## src/rtl/best_neighbor_search_if.sv

```systemverilog
`default_nettype none
// +----------------------------------------------------------------------------+
// | Module  : best_neighbor_search_if                                          |
// | Brief   : Start/result handshake and byte-memory read bus of the search.   |
// | Revision: 1.0  initial release                                             |
// +----------------------------------------------------------------------------+
interface best_neighbor_search_if #(
  parameter int ADDR_W = 10
);
  logic              i_start;
  logic              o_mem_rd_en;
  logic [ADDR_W-1:0] o_mem_addr;
  logic [7:0]        i_mem_data_in;
  logic              o_busy;
  logic              o_done;
  logic              o_empty;
  logic [15:0]       o_bestvalue;
  logic [15:0]       o_bestneighborID;
  logic [15:0]       o_besthop;

  modport master (
    output i_start, i_mem_data_in,
    input  o_mem_rd_en, o_mem_addr, o_busy, o_done, o_empty,
           o_bestvalue, o_bestneighborID, o_besthop
  );

  modport slave (
    input  i_start, i_mem_data_in,
    output o_mem_rd_en, o_mem_addr, o_busy, o_done, o_empty,
           o_bestvalue, o_bestneighborID, o_besthop
  );
endinterface
`default_nettype wire

```

## src/rtl/best_neighbor_search.sv

```systemverilog
`default_nettype none
// +----------------------------------------------------------------------------+
// | Module  : best_neighbor_search                                             |
// | Brief   : Scans a byte-wide neighbour table for the largest binary16 Q.    |
// | Revision: 1.0  initial release                                             |
// +----------------------------------------------------------------------------+
module best_neighbor_search #(
  parameter int                ADDR_W        = 10,
  parameter logic [ADDR_W-1:0] BASE_ADDR     = '0,
  parameter int                MAX_NEIGHBORS = 16
) (
  input logic                   clock,
  input logic                   nreset,
  best_neighbor_search_if.slave bus
);

  localparam int c_NW = $clog2(MAX_NEIGHBORS + 1);
  localparam int c_RW = $clog2(6 * MAX_NEIGHBORS + 1);

  typedef enum logic [2:0] {
    S_IDLE   = 3'd0,
    S_RD_CNT = 3'd1,
    S_CHK    = 3'd2,
    S_RD_ENT = 3'd3,
    S_FINISH = 3'd4
  } state_t;

  state_t            r_state;
  state_t            w_state_nxt;
  logic              w_rd_en;
  logic              w_busy;
  logic              w_done;

  logic [ADDR_W-1:0] r_addr;
  logic              r_dv;
  logic [7:0]        r_cnt_lo;
  logic [7:0]        r_hop_lo;
  logic [c_RW-1:0]   r_rd_left;
  logic [2:0]        r_bsel;
  logic [15:0]       r_ent_id;
  logic [15:0]       r_ent_q;
  logic [15:0]       r_best_q;
  logic [15:0]       r_best_id;
  logic [15:0]       r_best_hop;
  logic              r_have;
  logic              r_empty;

  logic [15:0]       w_cnt;
  logic [c_NW-1:0]   w_nclamp;
  logic [c_RW-1:0]   w_reads;
  logic              w_nan;
  logic              w_eval;
  logic              w_upd;

  // Monotonic key for sign-magnitude order; -0 folds onto +0 so they tie.
  function automatic logic [15:0] f_key(input logic [15:0] q);
    if (q[14:0] == 15'd0)
      return 16'h8000;
    else if (q[15])
      return {1'b0, ~q[14:0]};
    else
      return {1'b1, q[14:0]};
  endfunction

  assign w_cnt    = {bus.i_mem_data_in, r_cnt_lo};
  assign w_nclamp = (w_cnt > 16'(MAX_NEIGHBORS)) ? c_NW'(MAX_NEIGHBORS) : w_cnt[c_NW-1:0];
  assign w_reads  = c_RW'(w_nclamp) * c_RW'(6);
  assign w_nan    = (r_ent_q[14:10] == 5'h1F) && (r_ent_q[9:0] != 10'd0);
  assign w_eval   = (r_state == S_RD_ENT) && r_dv && (r_bsel == 3'd5);
  assign w_upd    = w_eval && !w_nan && (!r_have || (f_key(r_ent_q) > f_key(r_best_q)));

  always_ff @(posedge clock) begin
    if (!nreset)
      r_state <= S_IDLE;
    else
      r_state <= w_state_nxt;
  end

  always_comb begin
    w_state_nxt = r_state;
    w_rd_en     = 1'b0;
    w_busy      = 1'b1;
    w_done      = 1'b0;
    case (r_state)
      S_IDLE: begin
        w_busy = 1'b0;
        if (bus.i_start)
          w_state_nxt = S_RD_CNT;
      end
      S_RD_CNT: begin
        w_rd_en = 1'b1;
        if (r_dv)
          w_state_nxt = S_CHK;
      end
      S_CHK: begin
        w_state_nxt = (w_nclamp == '0) ? S_FINISH : S_RD_ENT;
      end
      S_RD_ENT: begin
        // Final cycle here issues no read; it only captures the last hop byte.
        w_rd_en = (r_rd_left != '0);
        if (r_rd_left == '0)
          w_state_nxt = S_FINISH;
      end
      S_FINISH: begin
        w_done      = 1'b1;
        w_state_nxt = S_IDLE;
      end
      default: begin
        w_busy      = 1'b0;
        w_state_nxt = S_IDLE;
      end
    endcase
  end

  always_ff @(posedge clock) begin
    if (!nreset) begin
      r_addr     <= '0;
      r_dv       <= 1'b0;
      r_cnt_lo   <= 8'd0;
      r_hop_lo   <= 8'd0;
      r_rd_left  <= '0;
      r_bsel     <= 3'd0;
      r_ent_id   <= 16'd0;
      r_ent_q    <= 16'd0;
      r_best_q   <= 16'hFC00;
      r_best_id  <= 16'hFFFF;
      r_best_hop <= 16'd0;
      r_have     <= 1'b0;
      r_empty    <= 1'b0;
    end else begin
      r_dv <= w_rd_en;
      if (w_rd_en)
        r_addr <= r_addr + 1'b1;
      case (r_state)
        S_IDLE: begin
          if (bus.i_start) begin
            r_addr     <= BASE_ADDR;
            r_best_q   <= 16'hFC00;
            r_best_id  <= 16'hFFFF;
            r_best_hop <= 16'd0;
            r_have     <= 1'b0;
            r_empty    <= 1'b0;
          end
        end
        S_RD_CNT: begin
          if (r_dv)
            r_cnt_lo <= bus.i_mem_data_in;
        end
        S_CHK: begin
          r_rd_left <= w_reads;
          r_bsel    <= 3'd0;
          if (w_nclamp == '0)
            r_empty <= 1'b1;
        end
        S_RD_ENT: begin
          if (w_rd_en)
            r_rd_left <= r_rd_left - 1'b1;
          if (r_dv) begin
            case (r_bsel)
              3'd0:    r_ent_id[7:0]  <= bus.i_mem_data_in;
              3'd1:    r_ent_id[15:8] <= bus.i_mem_data_in;
              3'd2:    r_ent_q[7:0]   <= bus.i_mem_data_in;
              3'd3:    r_ent_q[15:8]  <= bus.i_mem_data_in;
              3'd4:    r_hop_lo       <= bus.i_mem_data_in;
              default: ;
            endcase
            r_bsel <= (r_bsel == 3'd5) ? 3'd0 : r_bsel + 3'd1;
          end
          if (w_upd) begin
            r_best_q   <= r_ent_q;
            r_best_id  <= r_ent_id;
            r_best_hop <= {bus.i_mem_data_in, r_hop_lo};
            r_have     <= 1'b1;
          end
          if (r_rd_left == '0)
            r_empty <= !(r_have || w_upd);
        end
        default: ;
      endcase
    end
  end

  assign bus.o_mem_rd_en      = w_rd_en;
  assign bus.o_mem_addr       = r_addr;
  assign bus.o_busy           = w_busy;
  assign bus.o_done           = w_done;
  assign bus.o_empty          = r_empty;
  assign bus.o_bestvalue      = r_best_q;
  assign bus.o_bestneighborID = r_best_id;
  assign bus.o_besthop        = r_best_hop;

endmodule
`default_nettype wire

```

## src/flat_wrapper.sv

```systemverilog
// flat-port wrapper written by rule: the top's interface ports become plain ports
module best_neighbor_search_flat 
#(
  parameter int                ADDR_W        = 10,
  parameter logic [ADDR_W-1:0] BASE_ADDR     = '0,
  parameter int                MAX_NEIGHBORS = 16
)
  (clock, nreset, bus_i_start, bus_i_mem_data_in, bus_o_mem_rd_en, bus_o_mem_addr, bus_o_busy, bus_o_done, bus_o_empty, bus_o_bestvalue, bus_o_bestneighborID, bus_o_besthop);
  best_neighbor_search_if #(.ADDR_W(ADDR_W)) bus_i ();
  input logic clock;
  input logic nreset;
  input wire logic [$bits(bus_i.i_start)-1:0] bus_i_start;
  input wire logic [$bits(bus_i.i_mem_data_in)-1:0] bus_i_mem_data_in;
  output wire logic [$bits(bus_i.o_mem_rd_en)-1:0] bus_o_mem_rd_en;
  output wire logic [$bits(bus_i.o_mem_addr)-1:0] bus_o_mem_addr;
  output wire logic [$bits(bus_i.o_busy)-1:0] bus_o_busy;
  output wire logic [$bits(bus_i.o_done)-1:0] bus_o_done;
  output wire logic [$bits(bus_i.o_empty)-1:0] bus_o_empty;
  output wire logic [$bits(bus_i.o_bestvalue)-1:0] bus_o_bestvalue;
  output wire logic [$bits(bus_i.o_bestneighborID)-1:0] bus_o_bestneighborID;
  output wire logic [$bits(bus_i.o_besthop)-1:0] bus_o_besthop;
  assign bus_i.i_start = bus_i_start;
  assign bus_i.i_mem_data_in = bus_i_mem_data_in;
  assign bus_o_mem_rd_en = bus_i.o_mem_rd_en;
  assign bus_o_mem_addr = bus_i.o_mem_addr;
  assign bus_o_busy = bus_i.o_busy;
  assign bus_o_done = bus_i.o_done;
  assign bus_o_empty = bus_i.o_empty;
  assign bus_o_bestvalue = bus_i.o_bestvalue;
  assign bus_o_bestneighborID = bus_i.o_bestneighborID;
  assign bus_o_besthop = bus_i.o_besthop;
  best_neighbor_search #(.ADDR_W(ADDR_W), .BASE_ADDR(BASE_ADDR), .MAX_NEIGHBORS(MAX_NEIGHBORS)) u_core (.clock(clock), .nreset(nreset), .bus(bus_i));
endmodule
```

## config.mk

```make
export PLATFORM = sky130hd
export DESIGN_NAME = best_neighbor_search_flat
export DESIGN_NICKNAME = d
export VERILOG_FILES = /design/src/rtl/best_neighbor_search_if.sv /design/src/rtl/best_neighbor_search.sv /design/src/flat_wrapper.sv
export SDC_FILE = /design/constraint.sdc
export NUM_CORES = 1
export LEC_CHECK = 0
export ABC_AREA = 1
export CORE_MARGIN = 2
export CORE_UTILIZATION = 50
export CTS_CLUSTER_DIAMETER = 30
export DETAILED_ROUTE_END_ITERATION = 6
export PLACE_DENSITY_LB_ADDON = 0.1
export SLEW_MARGIN = 25
export SYNTH_ARGS = -nofsm -noshare
export SYNTH_HDL_FRONTEND = slang
export SYNTH_SLANG_ARGS = --single-unit
export TNS_END_PERCENT = 50
```

## constraint.sdc

```tcl
create_clock -name clock -period 3.05 [get_ports clock]
set_input_delay 0.4575 -clock clock [delete_from_list [all_inputs] [get_ports clock]]
set_output_delay 0.4575 -clock clock [all_outputs]
set_load 0.05 [all_outputs]
```

==> metrics.md, run 1 <==
| Metric | Value |
|---|---|
| DR WL/cell | between 15 and 20 µm |
| Final cell count without fillers | roughly 1,100 |
| Status | finished, violations left |
| Reg area | roughly 2400 µm² |
| Synthesized area | slightly above 6000 µm² |
| Post-route ant nets | 0 |
| Slew HR | 41.4% |
| Io pins | 73 |
| Full die area | about 13,000 µm² |
| Total track usage | between 20% and 30% |
| Crit path cell chain | or4_4 > nor4_4 > nand2_2 > inv_2 > nor2_1 > ha_1 > a21oi_2 > o21ai_0 > a21oi_2 > nand2_2 > nand2_2 > nand2_2 > nand2_4 > nand2_4 > nand2_8 > buf_12 > nand2_1 > a21oi_1 |
| Register area share after synthesis | between 40% and 50% |
| Fill count | 943 |
| Dominant cell type by area after synthesis | dfxtp_1 |
| Achievable frequency | between 0.3 and 0.4 GHz |
| CP required | roughly 3.4 ns |
| Die Ht | 114 µm |
| Type of the worst setup path | flip-flop to flip-flop |
| Worst r2r src | u_core.bus.o_bestvalue[10] |
| NumNets Final | 971 |
| Num CTS Buffers | 17 |
| Synth Register Bits | between 100 and 150 |
| P&R area growth vs syn | 35.7% |
| RSZ-0062 raised after global routing | true |
| First-pass GRT wire length | 26,500 µm |
| Fin. max-slew vios | 0 |
| Ant diodes | 0 |
| Cells after synthesis | 844 |
| P per Cell Area | approximately 930 nW/µm² |
| CP peak stage delay | 0.54 ns |
| Chip width | 114 µm |
| 1st-pass router iterations | 5 |
| Area after DPL | 7070 µm² |
| Setup TNS | -0.546 ns |
| TritonCTS clock tree | built |
| Final hold vios | 0 |
| Period utilization | 102% |
| Startpoint types | flip-flop |
| H-tree depth | 4 |
| Crit-path max FO | 8 |
| Worst EP arrival | ~3.4 ns |
| Design area | roughly 8200 µm² |
| Initial antenna violation count | 0 |
| Failing checks | negative setup slack |
| Vias in the first global route | between 5,000 and 6,000 |
| Footprint of the multi-input gates | ~3500 µm² |
| Crit end category | flip-flop |
| Crit-path leading delay family | simple AND/OR/NAND/NOR gates |
| Syn_nets | 882 |
| Syn Area/Cell | 7.18 µm² |
| Clock Latency Late Sink | ~0.42 ns |
| HP Start | u_core.bus.o_besthop[15] |
| Class of the worst hold path | flip-flop to flip-flop |
| Top cell type's share of synthesized area | 40.3% |
| Post-Route WL | ~17,000 µm |
| DRC | 0 |
| Vias per cell | 5.41 |
| Routability cong. | around 0.84 |
| YS warnings | 0 |
| Maximum vdd drop | 0.604 mV |
| Clock tree sinks | around 120 |
| Hold_buf cts | 0 |
| Worst-case clock buffer depth | 2 |
| Hold slack | 0.462 ns |
| CP Launch Point | u_core.bus.o_bestvalue[10] |
| Least-Margin Pin Slew | 0.874 ns |
| Hpwl dp | between 10,000 and 15,000 µm |
| IO Port Bufs | slightly above 70 |
| Top cell by count, worst path | nand2_2 |
| Postcts setup bufs | 0 |
| FP Rows | 40 |
| Final min period | 3.10 ns |
| Placed Cells | roughly 1,100 |
| Final setup viols | 30 |
| Initial Utilization | about half |
| Final WS setup | -0.0508 ns |
| DRT iter0 DRCs | approximately 410 |
| Grt ovf | 0 |
| Share of post-route cells with drive strength above 1 | approximately a fifth |
| Synth cell types | 35 |
| Root buffer cell | clkbuf_16 |
| Final Power | approximately 7.6 mW |
| WP buf/inv | 2 |
| Largest net degree at the start of global routing | 80 |
| Clock Pin Slew Worst Setup and Hold Paths | 0.05 ns |
| Crit path max-delay cell type | or4_4 |
| Main area contributors after synthesis | dfxtp_1 (40%), nand2_1 (11%), a21oi_1 (8.9%) |
| LEAKAGE | 3.38 nW |
| Max-cap violations | 0 |
| Max Clock Skew | 0.00895 ns |
| Vias after detailed routing | 5,918 |
| Core area | about 12,000 µm² |
-- worst register-to-register path: cells and delay by family (launching register included) --
kind / cells / cell delay (ns)
AO/OA/AOI/OAI: 4 / 0.54
adder cells (fa/ha/maj): 1 / 0.31
buffers and inverters: 2 / 0.24
flip-flops: 1 / 0.32
AND/OR/NAND/NOR: 11 / 1.61
-- worst paths after layout --
path / end / slack, ns / cells past startpoint
min reg2reg: u_core.bus.o_besthop[15] / 0.46 / 2
min: u_core.bus.o_besthop[15] / 0.46 / 2
max: u_core.bus.o_besthop[14] / -0.05 / 18
max reg2reg: u_core.bus.o_besthop[14] / -0.05 / 18
-- Yosys cell counts --
| library cell | count |
|---|---|
| ha_1 | 26 |
| buf_6 | 2 |
| nand2_2 | 5 |
| or4_1 | 1 |
| inv_1 | 79 |
| nor2_4 | 2 |
| inv_2 | 3 |
| clkbuf_1 | 32 |
| a211oi_1 | 4 |
| xnor2_1 | 4 |
| o41ai_1 | 1 |
| dfxtp_1 | 122 |
| clkinv_1 | 2 |
| fa_1 | 1 |
| o21bai_1 | 2 |
| nand3_1 | 86 |
| nor4_1 | 7 |
| nor3b_1 | 2 |
| nand2_1 | 171 |
| a21o_1 | 1 |
| nand2_4 | 1 |
| nand4_1 | 4 |
| xor2_1 | 20 |
| or2_2 | 13 |
| nor3_1 | 7 |
| a31oi_1 | 3 |
| o21ai_0 | 64 |
| buf_2 | 8 |
| o211ai_1 | 1 |
| nor2_8 | 1 |
| o21ai_2 | 1 |
| a21oi_1 | 108 |
| o21ai_1 | 1 |
| nor3_2 | 2 |
| nor2_1 | 57 |
-- metrics by stage --
stage | setup slack, ns | util [%]
2_1_floorplan | 0.00368 | -
3_3_place_gp | -0.0139 | 59.3
3_5_place_dp | -0.0996 | 59.3
4_1_cts | 0.0124 | 64.6
5_1_grt | -0.195 | 69.0
6_report | -0.0508 | 69.0
-- timing repair --
action	in CTS	in global routing
cloned	0	5
gates resized for setup	2	100
pin swaps	0	14
endpoints found under the hold margin	0	0
endpoints found under the setup margin	49	49
-- cell type report --
class,instances,area share [%]
Clock inverter,11,2.05
Inverter,84,3.84
Sequential cell,122,29.8
Multi-Input combinational cell,596,43.1
Timing Repair Buffer,112,13.6
Clock buffer,21,5.48
Tap cell,147,2.24
-- where the power goes --
part / leakage, nW / internal [mW] / total [mW] / switching, mW
registers: 0.990 / 1.85 / 2.10 / 0.254
logic: 2.09 / 1.31 / 3.41 / 2.10
clock network: 0.301 / 1.39 / 2.10 / 0.717
total: 3.38 / 4.54 / 7.61 / 3.07
-- per-layer routing --
metal  routed length (µm)  up-vias  track usage (%)
met5                    0        -                0
met2                 8600      130             44.6
met1                 7310     2797             30.9
met4                  248        0             8.13
li1                     -     2968                -
met3                  638       23             6.41
-- cells in the final DEF, fill, tap and decap left out, types with 29 or more instances in the layout --
master | Yosys | routed
nand2_2 | 5 | 39
nand3_1 | 86 | 78
nand2_1 | 171 | 127
clkdlybuf4s50_1 | 0 | 71
inv_1 | 79 | 77
buf_4 | 0 | 29
o21ai_0 | 64 | 64
a21oi_1 | 108 | 94
nor2_1 | 57 | 54
dfxtp_1 | 122 | 118
-- logic make-up after synthesis --
kind of cell    share of synthesized area, %
compound gates                          15.9
xor+xnor                                3.47
fa+ha+maj                               5.70
buf+inv                                 8.22
flops                                   40.3
simple gates                            26.4
-- registers in the layout (all words and copies together) (netlist names) --
name and flops:
u_core.r_state 3, u_core.bus.o_empty 1, u_core.r_dv 1, u_core.r_cnt_lo 8, u_core.bus.o_bestvalue 16, u_core.bus.o_bestneighborID 16, u_core.r_hop_lo 8, u_core.r_have 1
u_core.r_rd_left 7, u_core.bus.o_mem_addr 10, u_core.bus.o_besthop 16, u_core.r_ent_q 16, u_core.r_bsel 3, u_core.r_ent_id 16
Note: power is estimated with default switching activity, not from simulation.
==> run 2: changes to the inputs <==
- clock period: 3.05 -> 3.04 ns (I/O delays scaled with it)
==> run 2 against run 1 <==
Net effect:
- the run still ends with negative setup slack left
- critical path depth is 1 higher
- fmax grew 1.1%
- global-route usage about the same
- combinational power increased by 2%
- first-iteration DRC count decreased by 3.1%
- sequential cell count did not move
- total power about the same
- non-clock buffer count up 10
- die area did not move
- core utilization decreased by 0.18 points
- critical endpoint is now u_core.bus.o_bestneighborID[9]
- highest routed layer unchanged
==> metrics.md, run 2 (synthesis gave the netlist of run 1 again) <==
| Metric | Value |
|---|---|
| Status | finished, violations left |
| Failing checks | negative setup slack |
| Total track usage | 25.5% |
| TritonCTS clock tree | built |
| DR WL/cell | approximately 16 µm |
| P per Cell Area | roughly 930 nW/µm² |
| Flop2flop setup slack | -0.03 ns |
| Post-Route WL | 17,200 µm |
| LEAKAGE | 3.40 nW |
| CP required | 3.31 ns |
| Vias in the first global route | ~5,600 |
| Logic pwr share | approximately 46% |
| Startpoint types | flip-flop |
| Chip width | ~110 µm |
| Sw frac | 40.8% |
| Num CTS Buffers | 17 |
| Post-route ant nets | 0 |
| Top cell by count, worst path | nand2_4 |
| Final min period | approximately 3.1 ns |
| NumNets Final | a little under 1,000 |
| 1st-pass router iterations | 5 |
| Io pins | 73 |
| Setup TNS | -0.153 ns |
| Clock Latency Late Sink | approximately 0.42 ns |
| Vias after detailed routing | 6,038 |
| Part of the power in registers | 27.5% |
| Crit path max-delay cell type | or4_4 |
| Worst-case clock buffer depth | 2 |
| Type of the worst setup path | flip-flop to flip-flop |
| Worst r2r src | u_core.bus.o_bestvalue[10] |
| Worst EP arrival | around 3.3 ns |
| Period utilization | 101% |
| Crit end category | flip-flop |
| Fill count | between 1,000 and 1,500 |
| Crit-path max FO | 8 |
| Largest net degree at the start of global routing | 80 |
| CP peak stage delay | 0.54 ns |
| Root buffer cell | clkbuf_16 |
| Worst Setup EP | u_core.bus.o_bestneighborID[9] |
| Full die area | approximately 13,000 µm² |
| IO Port Bufs | 72 |
| Grt ovf | 0 |
| Design area | approximately 8200 µm² |
| R2r endpoint | u_core.bus.o_bestneighborID[9] |
| Max-cap violations | 0 |
| Final WS setup | -0.0273 ns |
| DRT iter0 DRCs | 400 |
| Crit path cell chain | or4_4 > nor4_4 > buf_4 > nand2_4 > buf_8 > nand2_4 > ha_4 > nand4_1 > nor3_4 > nand2_1 > nand2_1 > nand2_2 > nand2_2 > nand2_4 > nand2_4 > nand2_8 > clkbuf_16 > nand2_2 > nand3_2 |
| NetSw | 3.10 mW |
| Max Clock Skew | between 0.005 and 0.006 ns |
| Achievable frequency | 0.326 GHz |
| DRC | 0 |
| Final core utilization | between 60% and 70% |
| Int Power | between 4 and 5 mW |
| Final setup viols | 12 |
| Ant diodes | 0 |
| Clock tree sinks | about 120 |
| First-pass GRT wire length | between 20,000 and 30,000 µm |
| H-tree depth | 4 |
| CP Launch Point | u_core.bus.o_bestvalue[10] |
| Class of the worst hold path | flip-flop to flip-flop |
| Clock Pin Slew Worst Setup and Hold Paths | 0.06 ns |
| Share of post-route cells with drive strength above 1 | a little under a fifth |
| Slew HR | between 40% and 50% |
| Vias per cell | ~5.5 |
| Clock power share | 26.7% |
| Maximum vdd drop | approximately 0.55 mV |
| Area after DPL | approximately 7000 µm² |
| Initial antenna violation count | 0 |
| Hold_buf cts | 0 |
| RSZ-0062 raised after global routing | true |
| P&R area growth vs syn | 35.4% |
| Initial Utilization | between 50 and 60% |
| HP Start | u_core.r_ent_id[12] |
| Die Ht | 114 µm |
| Final hold vios | 0 |
| Hpwl dp | 11,400 µm |
| Core area | 11,900 µm² |
| FF-to-FF path depth | 19 |
| Most frequent cells in the layout | nand2_1 (140), dfxtp_1 (116), a21oi_1 (103), nand3_1 (79), inv_1 (77) |
| FP Rows | 40 |
| Least-Margin Pin Slew | approximately 0.83 ns |
| Commonest non-fill, non-tap cell in the layout | nand2_1 |
| Fin. max-slew vios | 0 |
| Routability cong. | about 0.88 |
run 2: changes by cell type in the layout (fill, tap and decap cells not counted), moves of 9 or more:
cell / previous run / this run
nand2_1: 127 / 140
nand2_2: 39 / 27
buf_4: 29 / 39
a21oi_1: 94 / 103
a21oi_2: 14 / 5
run 2: cell type report:
cell class / instances / area (µm²) / area share (%)
repair buffers: 122 / 1210 / 14.7
multi-input cells: 596 / 3450 / 42.0
clock buffers: 20 / 447 / 5.45
flip-flops and latches: 122 / 2450 / 29.9
clock inverters: 12 / 149 / 1.82
well taps: 147 / 184 / 2.24
inverters: 84 / 315 / 3.84
run 2: worst min-delay path by stage:
stage | slack, ns | cells after the start | to
5_1_grt | 0.47 | 2 | u_core.bus.o_bestneighborID[2]
4_1_cts | 0.45 | 2 | u_core.r_ent_id[9]
6_report | 0.45 | 2 | u_core.r_ent_id[12]
3_3_place_gp | 0.44 | 2 | u_core.bus.o_bestneighborID[15]
2_1_floorplan | 0.43 | 2 | u_core.r_ent_id[10]
3_5_place_dp | 0.44 | 2 | u_core.bus.o_bestneighborID[11]
run 2: metal layers:
| layer | vias to the layer above | part of all wire, % | track usage [%] |
|---|---|---|---|
| met5 | - | 0 | 0 |
| met4 | 0 | 2.5 | 9.27 |
| met3 | 45 | 6.1 | 6.09 |
| met2 | 214 | 50 | 44.6 |
| met1 | 2795 | 41 | 30.5 |
| li1 | 2984 | - | - |
run 2: stage by stage:
step / worst slack (ns) / hold slack, ns / power, mW / cells
6_report: -0.0273 / 0.454 / 7.61 / 1103
5_1_grt: -0.213 / 0.473 / 8.01 / 1103
4_1_cts: 0.000876 / 0.454 / 6.95 / 1096
3_5_place_dp: -0.0783 / 0.444 / 4.90 / 1064
3_3_place_gp: -0.0217 / 0.439 / 4.83 / 1064
2_1_floorplan: 0.0122 / 0.430 / 4.06 / 844
run 2: power groups by stage:
| stage | Combinational (mW) | Clock, mW | Sequential, mW |
|---|---|---|---|
| floorplan | 1.44 | 0 | 2.61 |
| global placement | 2.75 | 0 | 2.08 |
| detailed placement | 2.81 | 0 | 2.09 |
| CTS | 2.84 | 2.05 | 2.06 |
| global route | 3.75 | 2.13 | 2.12 |
| finish | 3.48 | 2.03 | 2.09 |
run 2: worst max-delay path, delay by kind of cell, from the launching register on:
kind / cells / cell delay (ns)
buffers and inverters: 3 / 0.53
adder cells (fa/ha/maj): 1 / 0.13
flip-flops: 1 / 0.31
AND/OR/NAND/NOR: 15 / 1.95
run 2: repair_timing:
| action | CTS | global route |
|---|---|---|
| cloned | 0 | 7 |
| gates resized for setup | 5 | 71 |
| pin swaps | 0 | 9 |
| setup buffers | 0 | 0 |
| endpoints found under the setup margin | 37 | 49 |
